## src/rtl/traffic_light_pkg.sv

```systemverilog
// Shared aspect encoding for the intersection controller and the per-approach lamp drivers.
// The controller builds its three-approach word from aspect_t so both sides agree on codes.
package traffic_pkg;

   typedef logic [1:0] aspect_t;

   localparam aspect_t ASP_RED    = 2'b00;
   localparam aspect_t ASP_YELLOW = 2'b01;
   localparam aspect_t ASP_GREEN  = 2'b10;
   localparam aspect_t ASP_FAULT  = 2'b11;

endpackage

```

## src/rtl/traffic_light_if.sv

```systemverilog
// Aspect code in, lamp indications out, for one approach.
// No handshake: the controller presents a new code whenever it likes and it is sampled every edge.
interface traffic_light_if;
   import traffic_pkg::*;

   aspect_t state;
   logic    green;
   logic    yellow;
   logic    red;
   logic    fault;

   modport master (output state, input green, yellow, red, fault);
   modport slave  (input state, output green, yellow, red, fault);

endinterface

```

## src/rtl/traffic_light_blink_divider.sv

```systemverilog
// Square-wave phase generator for the fault-flash red: BLINK_HALF cycles high, BLINK_HALF low.
// restart forces the start of a fresh on-interval and wins over enable.
module blink_divider #(
   parameter int BLINK_HALF = 25_000_000
) (
   input  logic clk,
   input  logic reset,
   input  logic restart,
   input  logic enable,
   output logic phase
);

   localparam int CW = (BLINK_HALF > 1) ? $clog2(BLINK_HALF) : 1;
   localparam logic [CW-1:0] CNT_LAST = CW'(BLINK_HALF - 1);

   logic [CW-1:0] cnt_q, cnt_d;
   logic          phase_q, phase_d;

   always_comb begin
      cnt_d   = cnt_q;
      phase_d = phase_q;
      if (restart) begin
         cnt_d   = '0;
         phase_d = 1'b1;
      end else if (enable) begin
         if (cnt_q == CNT_LAST) begin
            cnt_d   = '0;
            phase_d = ~phase_q;
         end else begin
            cnt_d = cnt_q + 1'b1;
         end
      end
   end

   always_ff @(posedge clk or posedge reset) begin
      if (reset) begin
         cnt_q   <= '0;
         phase_q <= 1'b1;
      end else begin
         cnt_q   <= cnt_d;
         phase_q <= phase_d;
      end
   end

   assign phase = phase_q;

endmodule

```

## src/rtl/traffic_light.sv

```systemverilog
// Per-approach lamp driver: registered aspect decode plus fault-flash red.
// Reset and fault both show red; fault red flashes with BLINK_HALF-cycle half-period.
module traffic_light #(
   parameter int BLINK_HALF = 25_000_000
) (
   input  logic             clk,
   input  logic             reset,
   traffic_light_if.slave   lamp_if
);
   import traffic_pkg::*;

   aspect_t asp;
   logic    green_q, green_d;
   logic    yellow_q, yellow_d;
   logic    steady_red_q, steady_red_d;
   logic    fault_q, fault_d;
   logic    blink_restart, blink_enable, blink_phase;

   assign asp = lamp_if.state;

   always_comb begin
      green_d      = 1'b0;
      yellow_d     = 1'b0;
      steady_red_d = 1'b0;
      fault_d      = 1'b0;
      case (asp)
         ASP_RED:    steady_red_d = 1'b1;
         ASP_YELLOW: yellow_d     = 1'b1;
         ASP_GREEN:  green_d      = 1'b1;
         ASP_FAULT:  fault_d      = 1'b1;
      endcase
   end

   // fault_q remembers whether the previous edge was already in fault, so the
   // first fault edge restarts the flash and later ones advance it.
   assign blink_restart = (asp == ASP_FAULT) && !fault_q;
   assign blink_enable  = (asp == ASP_FAULT) &&  fault_q;

   always_ff @(posedge clk or posedge reset) begin
      if (reset) begin
         green_q      <= 1'b0;
         yellow_q     <= 1'b0;
         steady_red_q <= 1'b1;
         fault_q      <= 1'b0;
      end else begin
         green_q      <= green_d;
         yellow_q     <= yellow_d;
         steady_red_q <= steady_red_d;
         fault_q      <= fault_d;
      end
   end

   blink_divider #(.BLINK_HALF(BLINK_HALF)) u_blink (
      .clk     (clk),
      .reset   (reset),
      .restart (blink_restart),
      .enable  (blink_enable),
      .phase   (blink_phase)
   );

   // Both mux inputs are flops, so red still only moves on a clock edge or reset.
   assign lamp_if.green  = green_q;
   assign lamp_if.yellow = yellow_q;
   assign lamp_if.red    = fault_q ? blink_phase : steady_red_q;
   assign lamp_if.fault  = fault_q;

endmodule

```

## src/flat_wrapper.sv

```systemverilog
// flat-port wrapper written by rule: the top's interface ports become plain ports
module traffic_light_flat import traffic_pkg::*;
#(
   parameter int BLINK_HALF = 25_000_000
)
  (clk, reset, lamp_if_state, lamp_if_green, lamp_if_yellow, lamp_if_red, lamp_if_fault);
  traffic_light_if lamp_if_i ();
  input  logic clk;
  input  logic reset;
  input wire logic [$bits(lamp_if_i.state)-1:0] lamp_if_state;
  output wire logic [$bits(lamp_if_i.green)-1:0] lamp_if_green;
  output wire logic [$bits(lamp_if_i.yellow)-1:0] lamp_if_yellow;
  output wire logic [$bits(lamp_if_i.red)-1:0] lamp_if_red;
  output wire logic [$bits(lamp_if_i.fault)-1:0] lamp_if_fault;
  assign lamp_if_i.state = lamp_if_state;
  assign lamp_if_green = lamp_if_i.green;
  assign lamp_if_yellow = lamp_if_i.yellow;
  assign lamp_if_red = lamp_if_i.red;
  assign lamp_if_fault = lamp_if_i.fault;
  traffic_light #(.BLINK_HALF(BLINK_HALF)) u_core (.clk(clk), .reset(reset), .lamp_if(lamp_if_i));
endmodule
```

## config.mk

```make
export PLATFORM = sky130hd
export DESIGN_NAME = traffic_light_flat
export DESIGN_NICKNAME = d
export VERILOG_FILES = /design/src/rtl/traffic_light_pkg.sv /design/src/rtl/traffic_light_if.sv /design/src/rtl/traffic_light_blink_divider.sv /design/src/rtl/traffic_light.sv /design/src/flat_wrapper.sv
export SDC_FILE = /design/constraint.sdc
export NUM_CORES = 1
export LEC_CHECK = 0
export ABC_CLOCK_PERIOD_IN_PS = 2150
export CAP_MARGIN = 0
export CELL_PAD_IN_SITES_DETAIL_PLACEMENT = 1
export CELL_PAD_IN_SITES_GLOBAL_PLACEMENT = 1
export CORE_ASPECT_RATIO = 0.8
export CORE_MARGIN = 1.5
export CORE_UTILIZATION = 46
export DETAILED_ROUTE_END_ITERATION = 8
export PLACE_DENSITY = 0.81
export REMOVE_ABC_BUFFERS = 1
export SLEW_MARGIN = 20
export SYNTH_ARGS = -nofsm -noshare
export SYNTH_HDL_FRONTEND = slang
export SYNTH_SLANG_ARGS = --single-unit
export TNS_END_PERCENT = 30
```

## constraint.sdc

```tcl
create_clock -name clk -period 2.15 [get_ports clk]
set_input_delay 0.5375 -clock clk [delete_from_list [all_inputs] [get_ports clk]]
set_output_delay 0.5375 -clock clk [all_outputs]
set_load 0.02 [all_outputs]
```

==> impl_metrics.toml <==
[setup_path]
cp_num_buf_inv = 1
cp_max_fo = 5
critPathRequiredTime_ns = 2.36
worstPathArrival_ns = 2.22
critPathLaunchType = "primary input"
cpMaxStageDelayCell = "clkdlybuf4s50_1"
cpPeakStageDelay_ns = 0.51
path_delay_family = "simple AND/OR/NAND/NOR gates"
critical_path_class = "in -> reg"
setup.worst_path.end_class = "flip-flop"
path_cells = "clkdlybuf4s50_1 > and4_1 > nand4_1 > or3_1 > a22oi_1"

[timing]
tightest_slew_ns = 0.439
fin_ws_ns = 0.136
relSlewSlack = 0.707
fin_skew_ns = 0.00721
fin_crit_ns = 2.01
finalSetupViolCount = 0
slew_violations = 0
setup_tns_ns = 0
fin_crit_sh = 0.937
fmax_mhz = 497
hold_viol = 0
rsz0062_at_grt = "false"

[logic_synthesis]
yosys_register_bits = 30
synth_edf_count = 0
syn_avg_cell_area_um2 = 10.1
yosysMostFrequentCell = "dfrtp_1"
synth_area_mm2 = 0.00162
synth_cell_types = 41
seq_area_frac_synth = 0.466
yosysWarningCount = 0
syn_inst = 160
synth.largest_area_cell = "dfrtp_1"
ys_async_sr_fraction = 1.00
synth_area_leaders = "dfrtp_1, xor2_1, a22oi_1, nand4_1, a21oi_1"
yosysTopAreaCellShare = 0.433
ys.flop_type = "dfrtp_1"
synthTopCellsByCount = "dfrtp_1, nand2_1, a21oi_1, xor2_1"

[routing]
avgViaCountPerCell = 6.14
wirelength_um = 4190
dr.pass1.iters = 4
wl_per_cell_um = 18.9
vias = 1364
drc = 0
dr.first_iter.drc_count = 52
antenna_left = 0

[grt]
antenna_found_initial = 0
met2_usage = 0.378
grt_busiest_layer = "met2"
met3_usage = 0.0543
grt_pass1_wl_um = 6960
grt_pass1_vias = 1400
grt_max_degree = 31
use_met1 = 0.302
grt_use_total = 0.234
gr-total-overflow = 0

[place]
place_inst = 214
gp_congestion = 0.821
place_ws_ns = -0.135
port_buffers = 7
hpwl_um = 2900

[floorplanning]
row_count = 19
ioPinCount = 8
die-area_mm2 = 0.00388
die_w_um = 69.3
die-height_um = 56.0
core_mm2 = 0.00340
initial_core_util = 0.476

[outcome]
status = "finished clean"

[cts]
clk_latency_ns = 0.29
clk_pin_slew_ns = 0.06
holdBufCountCts = 0
clk_path_buf_depth = 2
root_buffer = "clkbuf_8"
cts-resized-gates = 1
numCtsBuffers = 5
cts_setup_buffers = 0
htree_levels = 2
cts_tree = "built"
cts_sinks = 30

[pwr]
p_leak_nw = 0.836
p_clk_frac = 0.393
ir_worst_vdd_mv = 0.426
power_frac_seq = 0.521
p_sw_frac = 0.257
combPwrFrac = 0.086
internal_power_mw = 0.839
power_switching_mw = 0.290
powerDensity_mw_per_mm2 = 604

[hold_path]
hold_path_class = "reg -> reg"

[finish]
num-fill-cells = 382
syn2layout_area_growth_pct = 15.5
instances_no_fill = 222
multi_input_area_um2 = 779
layout.nets = 184
diodes = 0
final_core_util = 0.550
regArea_um2 = 753
drive_gt1_frac = 0.189

[job]
max-cap-violations = 0
==> path summary, 6_finish.rpt <==
path                            depth (start not counted)                  endpoint  slack, ns                     from
worst min register to register                          2      u_core.u_blink.phase       0.51     u_core.u_blink.phase
worst max register to register                          4  u_core.u_blink.cnt_q[23]       0.25  u_core.u_blink.cnt_q[3]
worst max-delay path                                    5  u_core.u_blink.cnt_q[15]       0.14         lamp_if_state[1]
min in group asynchronous                               3  u_core.u_blink.cnt_q[12]       0.63                    reset
max in group asynchronous                               3       u_core.steady_red_q       1.19                    reset
worst min-delay path                                    2      u_core.u_blink.phase       0.51     u_core.u_blink.phase
==> metal layers <==
metal  part of all wire  routed length, µm
met5                  0                  0
met4              0.014                 59
met3              0.025                103
met2               0.50               2100
met1               0.46               1920
==> layout by cell type, fill, tap and decap left out, types with 5 or more instances in the layout <==
cell type	count
xor2_1	11
a22oi_1	10
buf_4	16
o21ai_0	8
dfrtp_1	28
and4_1	5
a21oi_1	11
clkbuf_8	5
or3_1	6
o31ai_1	5
or4_1	5
nand4_1	10
clkdlybuf4s50_1	6
nand2_1	13
nand3_1	7
==> power groups by stage <==
stage / clock network, mW / logic, mW / registers [mW]
6_report: 0.444 / 0.0967 / 0.588
5_1_grt: 0.478 / 0.106 / 0.589
4_1_cts: 0.455 / 0.0975 / 0.588
3_5_place_dp: 0 / 0.0983 / 0.599
3_3_place_gp: 0 / 0.0933 / 0.597
2_1_floorplan: 0 / 0.0384 / 0.604
==> flip-flops by register name, summed over array words and instances, names as in the netlist <==
| register | cells |
|---|---|
| u_core.steady_red_q | 1 |
| u_core.lamp_if.green | 1 |
| u_core.u_blink.cnt_q | 25 |
| u_core.lamp_if.yellow | 1 |
| u_core.lamp_if.fault | 1 |
| u_core.u_blink.phase | 1 |
==> cell families after synthesis <==
group / count (synthesis) / share of synthesized area
AOI/OAI and AO/OA: 38 / 0.150
xor gates and xnor gates: 11 / 0.0595
adders and majority gates: 1 / 0.00773
buffers and inverters: 14 / 0.0526
DFF: 30 / 0.466
muxes: 1 / 0.00696
and+or+nand+nor: 65 / 0.258
==> worst min-delay path: cells and delay by family (launching register included) <==
family / cells / cell delay (ns)
buf+inv: 1 / 0.07
flops: 1 / 0.38
compound gates: 1 / 0.06
==> layout make-up <==
| class | instances | area share |
|---|---|---|
| flip-flops and latches | 30 | 0.403 |
| inverters | 3 | 0.00603 |
| repair buffers | 23 | 0.101 |
| well taps | 42 | 0.0281 |
| clock buffers | 6 | 0.0388 |
| clock inverters | 2 | 0.00536 |
| multi-input cells | 116 | 0.417 |
==> through the flow <==
step	power [mW]	hold slack [ns]	area [µm²]
finish	1.13	0.511	1870
CTS	1.14	0.514	1870
global route	1.17	0.547	1870
global placement	0.690	0.493	1790
floorplan	0.642	0.468	1540
detailed placement	0.697	0.502	1790
(Power assumes the default switching activity.)
